<file path="src/rtl/fpadd_result_display.sv">
// Pages a captured 32-bit adder result onto 8 LEDs and two hex digits, MSB byte first.
// Optional anode blink on Inf/NaN results: define FPADD_DISP_BLINK_EN.
module fpadd_result_display #(
   parameter int unsigned PAGE_CYCLES = 100
) (
   input  logic        clk,
   input  logic        reset,
   input  logic [31:0] result,
   input  logic        result_valid,
   input  logic        hold,
   output logic [7:0]  leds,
   output logic [1:0]  page_idx,
   output logic        done,
   output logic        an0,
   output logic        an1,
   output logic        a0, b0, c0, d0, e0, f0, g0,
   output logic        a1, b1, c1, d1, e1, f1, g1
);

   localparam int unsigned TW = (PAGE_CYCLES > 1) ? $clog2(PAGE_CYCLES) : 1;
   localparam logic [TW-1:0] TIMER_LAST = TW'(PAGE_CYCLES - 1);

   localparam logic [0:0] ST_IDLE = 1'b0;
   localparam logic [0:0] ST_SHOW = 1'b1;

   logic [0:0]    state_q,  state_d;
   logic [31:0]   shadow_q, shadow_d;
   logic [TW-1:0] timer_q,  timer_d;
   logic [1:0]    page_q,   page_d;
   logic [7:0]    leds_q,   leds_d;
   logic          done_q,   done_d;
   logic          an_q,     an_d;
   logic [6:0]    seg0_q,   seg0_d;
   logic [6:0]    seg1_q,   seg1_d;
   logic [7:0]    byte_d;

   // Active-high {a,b,c,d,e,f,g} pattern for one hex digit
   function automatic logic [6:0] hex_seg(input logic [3:0] n);
      case (n)
         4'h0: hex_seg = 7'h7E;  4'h1: hex_seg = 7'h30;
         4'h2: hex_seg = 7'h6D;  4'h3: hex_seg = 7'h79;
         4'h4: hex_seg = 7'h33;  4'h5: hex_seg = 7'h5B;
         4'h6: hex_seg = 7'h5F;  4'h7: hex_seg = 7'h70;
         4'h8: hex_seg = 7'h7F;  4'h9: hex_seg = 7'h7B;
         4'hA: hex_seg = 7'h77;  4'hB: hex_seg = 7'h1F;
         4'hC: hex_seg = 7'h4E;  4'hD: hex_seg = 7'h3D;
         4'hE: hex_seg = 7'h4F;  default: hex_seg = 7'h47;
      endcase
   endfunction

`ifdef FPADD_DISP_BLINK_EN
   localparam int unsigned BLINK_HALF = (PAGE_CYCLES / 2 >= 1) ? PAGE_CYCLES / 2 : 1;
   localparam int unsigned BW = (BLINK_HALF > 1) ? $clog2(BLINK_HALF) : 1;
   localparam logic [BW-1:0] BLINK_LAST = BW'(BLINK_HALF - 1);

   logic [BW-1:0] blink_cnt_q, blink_cnt_d;
   logic          blink_ph_q,  blink_ph_d;

   always_comb begin
      blink_cnt_d = blink_cnt_q;
      blink_ph_d  = blink_ph_q;
      if (result_valid) begin
         blink_cnt_d = '0;
         blink_ph_d  = 1'b0;
      end else if (blink_cnt_q == BLINK_LAST) begin
         blink_cnt_d = '0;
         blink_ph_d  = ~blink_ph_q;
      end else begin
         blink_cnt_d = blink_cnt_q + BW'(1);
      end
   end

   always_ff @(posedge clk or negedge reset) begin
      if (!reset) begin
         blink_cnt_q <= '0;
         blink_ph_q  <= 1'b0;
      end else begin
         blink_cnt_q <= blink_cnt_d;
         blink_ph_q  <= blink_ph_d;
      end
   end
`endif

   always_comb begin
      state_d  = state_q;
      shadow_d = shadow_q;
      timer_d  = timer_q;
      page_d   = page_q;
      done_d   = 1'b0;
      if (result_valid) begin
         state_d  = ST_SHOW;
         shadow_d = result;
         page_d   = 2'd3;
         timer_d  = '0;
      end else if (state_q == ST_SHOW && !hold) begin
         if (timer_q == TIMER_LAST) begin
            timer_d = '0;
            page_d  = page_q - 2'd1;
            done_d  = (page_q == 2'd0);
         end else begin
            timer_d = timer_q + TW'(1);
         end
      end
   end

   // Display registers load from next-state values so they never trail page_idx
   always_comb begin
      byte_d = shadow_d[{page_d, 3'b000} +: 8];
      leds_d = '0;
      seg0_d = '1;
      seg1_d = '1;
      an_d   = 1'b1;
      if (state_d == ST_SHOW) begin
         leds_d = byte_d;
         seg1_d = ~hex_seg(byte_d[7:4]);
         seg0_d = ~hex_seg(byte_d[3:0]);
`ifdef FPADD_DISP_BLINK_EN
         an_d   = (shadow_d[30:23] == 8'hFF) ? blink_ph_d : 1'b0;
`else
         an_d   = 1'b0;
`endif
      end
   end

   always_ff @(posedge clk or negedge reset) begin
      if (!reset) begin
         state_q  <= ST_IDLE;
         shadow_q <= '0;
         timer_q  <= '0;
         page_q   <= 2'd3;
         leds_q   <= '0;
         done_q   <= 1'b0;
         an_q     <= 1'b1;
         seg0_q   <= '1;
         seg1_q   <= '1;
      end else begin
         state_q  <= state_d;
         shadow_q <= shadow_d;
         timer_q  <= timer_d;
         page_q   <= page_d;
         leds_q   <= leds_d;
         done_q   <= done_d;
         an_q     <= an_d;
         seg0_q   <= seg0_d;
         seg1_q   <= seg1_d;
      end
   end

   assign leds     = leds_q;
   assign page_idx = page_q;
   assign done     = done_q;
   assign an0      = an_q;
   assign an1      = an_q;
   assign {a0, b0, c0, d0, e0, f0, g0} = seg0_q;
   assign {a1, b1, c1, d1, e1, f1, g1} = seg1_q;

endmodule

</file>
<file path="config.mk">
export PLATFORM = sky130hd
export DESIGN_NAME = fpadd_result_display
export DESIGN_NICKNAME = d
export VERILOG_FILES = /design/src/rtl/fpadd_result_display.sv
export SDC_FILE = /design/constraint.sdc
export NUM_CORES = 1
export LEC_CHECK = 0
export ABC_AREA = 1
export CAP_MARGIN = 20
export CORE_MARGIN = 5
export CORE_UTILIZATION = 48
export CTS_CLUSTER_DIAMETER = 40
export CTS_CLUSTER_SIZE = 14
export DETAILED_ROUTE_END_ITERATION = 10
export PLACE_DENSITY = 0.79
export SLEW_MARGIN = 20
export SYNTH_ARGS = -nofsm -noshare
export SYNTH_HDL_FRONTEND = slang
export SYNTH_SLANG_ARGS = --single-unit
</file>
<file path="constraint.sdc">
create_clock -name clk -period 2.31 [get_ports clk]
set_input_delay 0.231 -clock clk [delete_from_list [all_inputs] [get_ports clk]]
set_output_delay 0.231 -clock clk [all_outputs]
set_load 0.05 [all_outputs]
</file>
Yosys cells after proc, flatten, opt, wreduce, memory -nomap -nowiden
Memories as Yosys holds them, arrays and structs flattened.
Index checks and enable logic that the tools add are counted.

storage, ports and cells
  flip-flop bits (word level) = 66
  memory bits (read-only) = 224
  bits of input ports = 36
  word-level logic and storage cells = 38
  memories = 2

memories
  name             words  bits a word  read ports  clocked after memory_dff  wr ports  RTL line  RTL
  (no name shown)  16     7            1           0                         0         39        case (n)
  (no name shown)  16     7            1           0                         0         39

operators by class
  add/sub/neg operators = 2
  eq/ne operators = 1
  shift-type cells = 1
  mux-type cells = 17
  bitwise gates (word level) = 2
  reduce and logical (&&, ||, !) cells = 4

operator list
  kind                 count
  $mux 7               7
  $mux 32              1
  $shiftx 32x6->8      1
  $not 7->7            2
  $mux 8               1
  $add 7x1->7 const B  1
  $eq 7x7->1 const B   1
  $mux 2               3
  $mux 1               5
  $logic_not 2->1      1
  $reduce_bool 2->1    1
  $sub 2x1->2 const B  1
  $logic_and 1x1->1    1
  $logic_not 1->1      1

Depth between registers and ports, before layout
An unclocked memory read counts as a cell.

  word-level depth = 9
  gate-level depth with buffers = 17

Worst setup path before layout
Ideal clock, no wire load.

  path type = reg-to-reg
  from = register page_q[0] (netlist: page_idx[0])
  to = register seg1_q[3]
  arrival time = 2420 ps
  setup slack = -201 ps
  cell stages (with the launch flop) = 14
  cell sequence = dfstp_2 inv_1 ha_1 nor2_4 inv_1 nand3_2 buf_6 nand3_2 nand2_2 inv_1 ha_1 nand3b_1 nand3_1 nand3_1

between the ends
  word-level cells in the longest chain between the ends = 9

RTL lines
  element                 RTL line  RTL
  start, declared         29        logic [1:0] page_q, page_d;
  start signal, assigned  140       page_q <= page_d;
  $sub 2x1->2             98        page_d = page_q - 2'd1;
  $mux 2                  96        if (timer_q == TIMER_LAST) begin
  $mux 2                  95        end else if (state_q == ST_SHOW && !hold) begin
  $mux 2                  90        if (result_valid) begin
  net page_d[1]           29
  $shiftx 32x6->8         108       byte_d = shadow_d[{page_d, 3'b000} +: 8];
  $mem_v2 16x7            n/a
  $mux 7                  113       if (state_d == ST_SHOW) begin
  $not 7->7               115       seg1_d = ~hex_seg(byte_d[7:4]);
  $mux 7                  113
  net seg1_d[3]           34        logic [6:0] seg1_q, seg1_d;
  end signal, assigned    145       seg1_q <= seg1_d;
  end, declared           34

The timed path passes the listed nets, and every way through them passes these cells. The select of a mux whose other input is x is not followed.
A chain may end at the register's enable or synchronous reset.

Final worst setup path
  from = register timer_q[1]
  to = register seg1_q[5]

between the ends
  word-level cells in the longest chain between the ends = 9

RTL lines
  element                 RTL line  RTL
  start, declared         28        logic [TW-1:0] timer_q, timer_d;
  start signal, assigned  139       timer_q <= timer_d;
  $eq 7x7->1              96
  $mux 2                  96
  $mux 2                  95
  $mux 2                  90
  $shiftx 32x6->8         108
  $mem_v2 16x7            n/a
  $mux 7                  113
  $not 7->7               115
  $mux 7                  113
  net seg1_d[5]           34

The timed path passes the listed nets, and every way through them passes these cells. The select of a mux whose other input is x is not followed.

==> results.json <==
{
  "status": "completed",
  "wl_per_cell_um": 15.0,
  "gr-total-overflow": 0,
  "rows": 31,
  "reg2reg_to": "seg1_q[5]",
  "clk_pin_slew_worst_paths_ps": 70,
  "slew-limit-headroom_pct": 54.7,
  "cts_made_buffers": 9,
  "drive_gt1_share_pct": 28.5,
  "ys.flop_type": "dfrtp_1",
  "setup_tns_ps": 0,
  "yosysSeqAreaShare_pct": 46.7,
  "grt_usage_pct": 21.1,
  "cp-end-kind": "flop",
  "n_antenna_cell": 0,
  "synth_edf_count": 0,
  "grt_max_degree": 40,
  "final-hold-violation-count": 0,
  "hp-class": "input port to flop",
  "ir_drop_mv": 0.366,
  "setup_viol": 0,
  "r2r_slack_ps": 60,
  "post-route-period-util_pct": 97.2,
  "ios": 63,
  "critPathMaxFanout": 9,
  "h-tree-depth": 3,
  "synth_nets": 475,
  "drc": 0,
  "synth_top_family_by_area": "simple AND/OR/NAND/NOR gates",
  "antenna_found_initial": 0,
  "timing_worst_setup_path_type": "flop to flop",
  "rsz0062_at_grt": "yes",
  "maxCapViolations": 0,
  "cts_buffer_depth": 2,
  "syn_to_final_growth_pct": 39.1,
  "netlist_instances": 425,
  "synth_top_cell_by_area": "dfrtp_1",
  "yosysWarningCount": 0,
  "path_cells": "ha_4 -> nand2_4 -> nor2_4 -> nand3_4 -> nor2_4 -> inv_2 -> nand3_4 -> buf_4 -> nand3_1 -> nand2_4 -> inv_2 -> nand2_1 -> nand2_1 -> o21ai_1",
  "die_area_mm2": 0.00929,
  "port_buffers": 62,
  "cts_tree": "done",
  "yosys.area_share.xor_xnor_pct": 0.489,
  "start_util_pct": 49.4,
  "vias": 3194,
  "synth_common_cells": "102 x nand2_1, 49 x dfrtp_1, 45 x inv_1, 44 x nand3_1, 25 x nor2_1",
  "core_mm2": 0.00725,
  "fin_nets": 574,
  "synth_top_area_share_pct": 34.2,
  "arrival_ps": 2510,
  "slew_viol_final": 0,
  "syn_area_per_cell_um2": 8.43,
  "tightest_slew_ps": 680,
  "fin_skew_ps": 12.1,
  "synth_seq_cells": 66,
  "synth_compound_area_share_pct": 5.59,
  "drt_iter0_markers": 231,
  "hold_path_end": "shadow_q[20]",
  "die_h_um": 96.4,
  "dp_slack_ps": -136,
  "yosysMostFrequentCell": "nand2_1",
  "reg2regPathDepth": 14,
  "vias_per_cell": 5.09,
  "layout_setup_ws_ps": 63.9,
  "synth_fa_ha_area_share_pct": 4.89,
  "min_period_ps": 2250,
  "async_flop_share_pct": 100,
  "root_buffer": "clkbuf_8",
  "cp.required_ps": 2580,
  "die_x_um": 96.4,
  "hold_path_depth": 3,
  "drtPass1Iterations": 7,
  "cp_slowest_cell": "dfrtp_1",
  "drtAntennaViolNets": 0,
  "post_dp_cell_area_mm2": 0.00452,
  "synth_simple_gate_area_share_pct": 33.2,
  "rr_startpoint": "timer_q[1]",
  "grt_first_pass_wirelength_um": 15100,
  "final_core_util_pct": 68.7,
  "synth_cell_types": 32,
  "clk_latency_ps": 340,
  "fmax_mhz": 445,
  "timing.hold.ws_ps": 456,
  "netlist_area_mm2": 0.00358,
  "dpl.hpwl_um": 6670,
  "cp-start-kind": "flop",
  "grt_pass1_vias": 3155,
  "p_per_area_mw_per_mm2": 631,
  "max_stage_delay_ps": 400,
  "muxShareOfSynthArea_pct": 0.838,
  "p_leak_uw": 0.00232,
  "cts.sinks": 66,
  "drt-total-wl_um": 9390,
  "gp_congestion": 0.900,
  "design_area_mm2": 0.00498,
  "min_from": "result[20]",
  "synthTopCellsByArea": "dfrtp_1 34%, dfstp_2 12%, nand2_1 11%"
}
-- report_power, final --
group	internal [uW]	switching, uW
Clock	552	439
Sequential	1290	29.1
Combinational	316	517
-- layout make-up --
| cell class | count | area, um2 |
|---|---|---|
| well taps | 99 | 124 |
| clock buffers | 11 | 151 |
| repair buffers | 103 | 980 |
| multi-input cells | 295 | 1810 |
| fillers | 588 | 2270 |
| inverters | 49 | 186 |
| clock inverters | 5 | 52.6 |
| flip-flops and latches | 66 | 1680 |
-- metal layers --
layer / GRT usage [%] / part of all wire, %
met5: 0 / 0
met4: 7.01 / 1.3
met3: 3.56 / 4.1
met2: 35.3 / 50
met1: 27.9 / 45
-- critical path, delay by kind of cell (launching register included) --
family,cells,cell delay [ps]
AND/OR/NAND/NOR,9,1200
flip-flops,1,400
AO/OA/AOI/OAI,1,80
buffers and inverters,3,330
adder cells (fa/ha/maj),1,180
-- placed cells by master, fill, tap and decap left out, drive strengths merged --
cell / count
buf: 41
mux2i: 3
inv: 49
dfstp: 17
nor3: 2
ha: 14
nand3: 56
dlygate4sd3: 1
o21ai: 29
o211ai: 1
clkinv: 3
xor2: 2
clkdlybuf4s50: 61
nand4: 17
clkbuf: 11
nand2: 112
or2: 18
nor2: 30
o22ai: 2
dfrtp: 49
bufinv: 1
nand3b: 2
clkinvlp: 1
a21oi: 7
-- flip-flops by register name (all words and copies together), names as in the netlist --
signal and cells:
seg1_q 7, state_q 1, page_idx 2, seg0_q 7, done 1, shadow_q 32, an0 1, leds 8
timer_q 7
-- how the worst max path moves through the flow --
stage / from / to / slack, ps / depth (start not counted)
after floorplan: page_idx[0] / seg1_q[3] / 10 / 13
after global placement: result_valid / seg0_q[3] / -90 / 13
after detailed placement: result_valid / seg0_q[3] / -140 / 13
after CTS: timer_q[0] / seg1_q[3] / 10 / 14
after global routing: timer_q[1] / seg1_q[0] / -70 / 14
final: timer_q[1] / seg1_q[5] / 60 / 14
-- kinds of logic (layout without fill, tap and decap cells) --
logic type | after synthesis | in the layout
buffers and inverters | 66 | 168
multiplexers | 3 | 3
flip-flops | 66 | 66
AND/OR/NAND/NOR | 235 | 237
XOR/XNOR | 2 | 2
adder cells (fa/ha/maj) | 14 | 14
AO/OA/AOI/OAI | 39 | 39
-- stage by stage --
stage / power, uW / std cells
after global routing: 3310 / 628
final: 3140 / 628
after detailed placement: 2130 / 602
after CTS: 3130 / 620
after global placement: 2110 / 602
after floorplan: 1820 / 425
-- timing repair --
| item | in CTS | in global routing |
|---|---|---|
| hold buffers | 1 | 0 |
| endpoints found under the hold margin | 25 | 0 |
| setup endpoints to repair | 3 | 16 |
| pin swaps | 0 | 13 |
| setup buffers | 0 | 7 |
| resized for setup | 2 | 35 |
| cloned | 1 | 1 |
No activity file was read; power rests on OpenSTA's default activity.
